### src/rtl/instr_mem_loader.sv
// Byte-stream program loader: packs MSB-first bytes into 32-bit instructions and
// writes them to consecutive instruction-memory words until HALT or memory full.
module instr_mem_loader #(
    parameter int          ADDR_W    = 8,
    parameter logic [31:0] HALT_WORD = 32'hFFFF_FFFF
) (
    input  logic              i_clk,
    input  logic              i_rst_n,
    input  logic              i_start,
    input  logic              i_byte_valid,
    input  logic [7:0]        i_byte,
    output logic              o_byte_ready,
    output logic              o_wr_en,
    output logic [ADDR_W-1:0] o_wr_addr,
    output logic [31:0]       o_wr_data,
    output logic              o_busy,
    output logic              o_done,
    output logic              o_overflow,
    output logic [ADDR_W:0]   o_word_count
);

    typedef enum logic [1:0] {IDLE, LOAD, WRITE, DONE} state_t;

    localparam logic [ADDR_W-1:0] ADDR_LAST = '1;
    localparam logic [ADDR_W-1:0] ADDR_ONE  = 1;
    localparam logic [ADDR_W:0]   CNT_ONE   = 1;

    state_t              state_q;
    logic [1:0]          byte_cnt_q;
    logic [ADDR_W-1:0]   addr_q;
    logic [31:0]         word_q;
    logic [31:0]         word_d;
    logic                byte_ready_q;
    logic                wr_en_q;
    logic [ADDR_W-1:0]   wr_addr_q;
    logic [31:0]         wr_data_q;
    logic                busy_q;
    logic                done_q;
    logic                overflow_q;
    logic [ADDR_W:0]     word_count_q;

    assign word_d = {word_q[23:0], i_byte};

    always_ff @(posedge i_clk) begin
        if (!i_rst_n) begin
            state_q      <= IDLE;
            byte_cnt_q   <= '0;
            addr_q       <= '0;
            word_q       <= '0;
            byte_ready_q <= 1'b0;
            wr_en_q      <= 1'b0;
            wr_addr_q    <= '0;
            wr_data_q    <= '0;
            busy_q       <= 1'b0;
            done_q       <= 1'b0;
            overflow_q   <= 1'b0;
            word_count_q <= '0;
        end else begin
            case (state_q)
                IDLE, DONE: begin
                    // A start wins over any byte offered in the same cycle.
                    if (i_start) begin
                        state_q      <= LOAD;
                        byte_cnt_q   <= '0;
                        addr_q       <= '0;
                        word_q       <= '0;
                        wr_addr_q    <= '0;
                        word_count_q <= '0;
                        done_q       <= 1'b0;
                        overflow_q   <= 1'b0;
                        busy_q       <= 1'b1;
                        byte_ready_q <= 1'b1;
                    end
                end
                LOAD: begin
                    if (i_byte_valid && byte_ready_q) begin
                        word_q     <= word_d;
                        byte_cnt_q <= byte_cnt_q + 2'd1;
                        if (byte_cnt_q == 2'd3) begin
                            state_q      <= WRITE;
                            byte_ready_q <= 1'b0;
                            wr_en_q      <= 1'b1;
                            wr_addr_q    <= addr_q;
                            wr_data_q    <= word_d;
                        end
                    end
                end
                WRITE: begin
                    wr_en_q      <= 1'b0;
                    word_count_q <= word_count_q + CNT_ONE;
                    if (word_q == HALT_WORD) begin
                        state_q    <= DONE;
                        busy_q     <= 1'b0;
                        done_q     <= 1'b1;
                        overflow_q <= 1'b0;
                    end else if (addr_q == ADDR_LAST) begin
                        state_q    <= DONE;
                        busy_q     <= 1'b0;
                        done_q     <= 1'b1;
                        overflow_q <= 1'b1;
                    end else begin
                        state_q      <= LOAD;
                        addr_q       <= addr_q + ADDR_ONE;
                        byte_cnt_q   <= '0;
                        byte_ready_q <= 1'b1;
                    end
                end
                default: state_q <= IDLE;
            endcase
        end
    end

    assign o_byte_ready = byte_ready_q;
    assign o_wr_en      = wr_en_q;
    assign o_wr_addr    = wr_addr_q;
    assign o_wr_data    = wr_data_q;
    assign o_busy       = busy_q;
    assign o_done       = done_q;
    assign o_overflow   = overflow_q;
    assign o_word_count = word_count_q;

endmodule

### config.mk
export PLATFORM = sky130hd
export DESIGN_NAME = instr_mem_loader
export DESIGN_NICKNAME = d
export VERILOG_FILES = /design/src/rtl/instr_mem_loader.sv
export SDC_FILE = /design/constraint.sdc
export NUM_CORES = 1
export LEC_CHECK = 0
export CORE_ASPECT_RATIO = 1.2
export CORE_MARGIN = 2
export CORE_UTILIZATION = 30
export CTS_CLUSTER_SIZE = 24
export DETAILED_ROUTE_END_ITERATION = 10
export GPL_ROUTABILITY_DRIVEN = 0
export PLACE_DENSITY = 0.64
export RECOVER_POWER = 50
export SLEW_MARGIN = 0
export SYNTH_ARGS = -nofsm -noshare
export SYNTH_HDL_FRONTEND = slang
export SYNTH_SLANG_ARGS = --single-unit
### constraint.sdc
create_clock -name i_clk -period 1.86 [get_ports i_clk]
set_input_delay 0.186 -clock i_clk [delete_from_list [all_inputs] [get_ports i_clk]]
set_output_delay 0.186 -clock i_clk [all_outputs]
set_load 0.01 [all_outputs]
* Word-level counts from Yosys, hierarchy flattened
Index checks and enable logic that the tools add are counted.
W data, S select, Z words.
** Storage, ports and cells
- Input bits :: 12
- Output and inout port bits :: 54
- Register bits after elaboration :: 98
- Word-level logic and storage cells :: 84
** Operators by class
- Equality and inequality tests :: 12
- Mux-type cells :: 41
- $add $sub $neg :: 3
- Reduce and logical (&&, ||, !) cells :: 16
** Operators with widths (count)
- $mux W32 :: 2
- $pmux W32 S2 :: 1
- $mux W8 :: 5
- $eq A32 B32 Y1 const B :: 1
- $pmux W8 S2 :: 2
- $mux W2 :: 9
- $pmux W9 S2 :: 1
- $reduce_and A3 Y1 :: 5
- $mux W1 :: 13
- $pmux W2 S3 :: 2
- $reduce_and A4 Y1 :: 3
- $ne A2 B2 Y1 const B :: 5
- $add A9 B1 Y9 const B :: 1
- $mux W9 :: 1
- $add A8 B1 Y8 const B :: 1
- $eq A8 B8 Y1 const B :: 1
- $pmux W1 S2 :: 4
- $eq A2 B2 Y1 const B :: 3
- $reduce_bool A2 Y1 :: 3
- $reduce_and A5 Y1 :: 1
- $ne A3 B3 Y1 const B :: 1
- $pmux W1 S3 :: 1
- $add A2 B1 Y2 const B :: 1
- $eq A2 B1 Y1 const B :: 1
- other kinds (4) :: 4

* Logic depth before layout (Yosys ltp)
- Depth in word-level cells :: 4
- Mapped depth :: 10
- Depth with buffers taken out :: 7

* Worst setup path before layout
OpenSTA, ideal clock, no wires.
- Path type :: reg2reg
- Start :: register state_q[0]
- End :: register word_q[27]
- Period minus slack after synthesis :: 1.865 ns
- Path buffers :: 3
- Data required time :: 1.732 ns
- Cell stages (with the launch flop) :: 11
- Path slack :: -0.005 ns
- Arrival :: 1.737 ns
- Setup time :: 0.128 ns
- Cells stage by stage :: dfxtp_1 -> inv_1 -> ha_1 -> buf_2 -> nor2b_1 -> buf_2 -> a21oi_1 -> o21ai_1 -> clkbuf_1 -> a22oi_1 -> nor2_1
** Between the ends
- Longest elaborated chain between the ends :: 4
- Elaborated cells between the ends (all ways) :: 9
- Classes of those cells :: 4 x eq/ne; 1 x mux; 4 x reduce/logical
** Ends and longest elaborated chain
- from (decl) :: line 28 : state_t state_q;
- from (signal assigned) :: line 46 : state_q <= IDLE;
- from (signal assigned) :: line 63 : state_q <= LOAD;
- from (signal assigned) :: line 80 : state_q <= WRITE;
- $eq A2 B2 Y1 / $logic_not A2 Y1 (equally long branches) :: line 59 : case (state_q)
- $reduce_or A2 Y1 :: line 59
- $ne A2 B2 Y1 (no source line) / $reduce_bool A2 Y1 (equally long branches)
- $reduce_and A3 Y1 (no source line)
- to (signal assigned) :: line 77 : word_q <= word_d;
- to (decl) :: line 31 : logic [31:0] word_q;
Several ways; a longest one is shown, not always the timed one.
A chain may end at the register's enable or synchronous reset.

* Worst setup path in the final report
- Start :: register word_q[5]
- End :: register addr_q[5]
** Between the ends
- Longest elaborated chain between the ends :: 3
** Ends and longest elaborated chain
- $eq A32 B32 Y1 :: line 91 : if (word_q == HALT_WORD) begin
- $ne A2 B2 Y1 (no source line)
- $reduce_and A4 Y1 (no source line)
- to (signal assigned) :: line 103 : addr_q <= addr_q + ADDR_ONE;
- to (decl) :: line 30 : logic [ADDR_W-1:0] addr_q;
Every way passes these cells.

==> run_results.csv <==
group,metric,value,unit
synthesis,ys_async_sr_fraction,0,%
synthesis,synth_top_area_cell,"dfxtp_1",
routing,via_count,3567,
critical_path,rr_worst_depth,6,
sta,final-hold-violation-count,0,
sta,report.final.slew_viol_count,0,
synthesis,synth_nets,460,
sta,fin_crit,1.80,ns
critical_path,crit_required,2.10,ns
min_path,min_path_type,"input port to flip-flop",
synthesis,ys_warn_count,0,
finish,area_delta_synth_final,40.3,%
synthesis,synth_area_leaders,"dfxtp_1 (51%), a22oi_1 (7.8%), nand2_1 (7.5%), a21oi_1 (5.7%), nor2_1 (5.2%)",
finish,fin_util,42.9,%
grt,grt_pass1_wl,16.9,mm
clocking,cts_buffer_depth,2,
grt,globalRouteTotalUtil,15.4,%
power,p_leak,2.11,nW
clocking,cts.sinks,98,
floorplan,die_w,108,µm
critical_path,critPathMaxFanout,7,
routing,drt-wirelength-per-cell,15.0,µm
grt,first_global_vias,3530,
power,powerDensity,1030,nW/µm²
routing,routed_wirelength,10.6,mm
critical_path,cp-start-kind,"flip-flop",
clocking,htree_num_levels,3,
min_path,hold_end,"o_wr_data[7]",
floorplan,die_area,13800,µm²
critical_path,path_class,"flip-flop to flip-flop",
outcome,status,"completed",
grt,grt-ovfl-total,0,
critical_path,endpoint_kind,"flip-flop",
sta,setup_viol,0,
synthesis,ys_ff_latch,98,
floorplan,pin_count,66,
sta,fin_crit_sh,96.7,%
critical_path,regToRegStartpoint,"word_q[5]",
placement,placed_area,4970,µm²
synthesis,synth-edff-count,0,
finish,diodes,0,
synthesis,netlist_area,3860,µm²
critical_path,reg2reg_setup_slack,0.06,ns
synthesis,synth_cell_types,50,
floorplan,initial_utilization,30.6,%
synthesis,syn_area_per_cell,8.73,µm²
critical_path,worstReg2RegEnd,"addr_q[5]",
finish,fillers,1229,
min_path,hold_depth,3,
clocking,path_clk_slew,0.07,ns
routing,dr.pass1.iters,4,
clocking,numCtsBuffers,9,
synthesis,ys_seq_area_share,50.8,%
synthesis,synth_cells,442,
grt,antenna_found_initial,0,
routing,drtAntennaViolNets,0,
power,ir_drop,0.532,mV
sta,fin_worst_skew,0.00743,ns
floorplan,coreArea,12600,µm²
synthesis,ys.flop_type,"dfxtp_1",
routing,drc,0,
sta,relSlewSlack,73.3,%
clocking,root_buffer,"clkbuf_16",
floorplan,die_y,128,µm
placement,portBuffers,65,
min_path,hp-start,"i_byte[7]",
finish,num-nets-final,554,
sta,worst_pin_slew,0.401,ns
floorplan,core.rowCount,45,
clocking,cts_tree,"done",
finish,drive_gt1_share,15.3,%
routing,vias_per_cell,5.06,
critical_path,arrival,2.04,ns
synthesis,synth_top_area_share,50.8,%
sta,timing.fmax,556,MHz
grt,grt_max_degree,81,
placement,dp_hpwl,7.10,mm
clocking,clkLatencyLatePin,0.35,ns
routing,drtIter0Drc,226,
finish,final_cell_area,5410,µm²
run,drv_cap,0,
state kept, by name, indices dropped and copies added (netlist names):
name	flops
o_wr_data	32
word_q	32
o_word_count	9
addr_q	8
o_wr_addr	8
byte_cnt_q	2
state_q	2
o_busy	1
o_byte_ready	1
o_done	1
o_overflow	1
o_wr_en	1
how the worst max path moves through the flow:
stage / startpoint / slack, ns / endpoint
floorplan: state_q[0] / -0.005 / word_q[27]
global placement: state_q[0] / 0.03 / word_q[8]
detailed placement: state_q[0] / -0.05 / addr_q[5]
CTS: addr_q[0] / 0.04 / byte_cnt_q[1]
global route: word_q[5] / -0.03 / addr_q[5]
finish: word_q[5] / 0.06 / addr_q[5]
power by group:
part	total, mW	switching (mW)	internal (mW)
clock network	2.07	0.863	1.21
registers	2.20	0.0485	2.15
logic	1.30	0.785	0.512
total	5.56	1.70	3.87
what timing repair did:
item	4_1_cts	5_1_grt
buffers inserted	0	3
endpoints found under the hold margin	0	0
hold buffers	0	0
pin swaps	1	3
gates cloned	0	1
resized for setup	5	10
setup endpoints to repair	44	41
routing by layer:
layer	routed length, µm	track usage, %	up-vias
met1	4350	18.0	1691
met2	5480	26.6	104
met5	0	0	-
met4	173	6.71	0
met3	562	3.81	17
li1	-	-	1755
area by class of cell:
type	instances	area, µm²	share of cell area, %
well taps	164	205	3.79
clock buffers	9	225	4.16
clock inverters	7	109	2.01
inverters	7	26.3	0.485
repair buffers	112	1070	19.8
flip-flops and latches	98	1960	36.2
multi-input cells	308	1820	33.5
cell families (layout without fill, tap and decap cells):
logic type	Yosys count	in the layout	synth area share, %
AND/OR/NAND/NOR	176	176	21.7
AO/OA/AOI/OAI	119	119	19.9
flip-flops	98	98	50.8
buffers and inverters	36	135	3.92
adder cells (fa/ha/maj)	6	6	1.95
XOR/XNOR	5	5	1.13
multiplexers	2	2	0.551
placed cells by master (no fill, tap or decap), drive strengths merged, types with 5 or more instances in the layout:
master and instances:
dlygate4sd3 51, a22oi 40, xor2 5, inv 10, nand3 6, dfxtp 98
clkdlybuf4s50 14, ha 6, a21oi 45, nand2 78, nand4 14, o21ai 13
nor2 53, clkbuf 11, buf 45
cells in the mapped netlist (2+ instances only):
master and number:
dfxtp_1 98, nand2_1 77, nor2_1 53, a21oi_1 44
a22oi_1 40, clkbuf_1 21, nand4_1 13, buf_2 7
o21ai_1 7, ha_1 6, inv_1 6, o21ai_0 6
nand3_1 5, xor2_1 5, a31oi_1 3, and2_1 3
and4_1 3, o211ai_1 3, or3_1 3, a211oi_1 2
a22o_1 2, a31o_1 2, and3_1 2, nand2b_1 2
nor3_1 2, nor4_1 2, nor4_4 2
stage by stage:
stage / instances / power, mW / worst slack [ns] / hold slack, ns / setup TNS [ns]
6_report: 705 / 5.56 / 0.0622 / 0.423 / 0
3_3_place_gp: 685 / 3.39 / 0.0332 / 0.447 / 0
2_1_floorplan: 442 / 2.89 / -0.00506 / 0.322 / -0.151
3_5_place_dp: 685 / 3.42 / -0.0464 / 0.448 / -0.113
4_1_cts: 701 / 5.53 / 0.0432 / 0.417 / 0
5_1_grt: 705 / 5.82 / -0.0260 / 0.438 / -0.0352
worst max-delay path: stages, from the launching register on:
cell	delay [ns]
dfxtp_1	0.36
nand4_1	0.20
nor4_4	0.32
buf_4	0.19
nand2_2	0.12
and4_1	0.23
nor4_2	0.27
No activity file was read; power rests on OpenSTA's default activity.
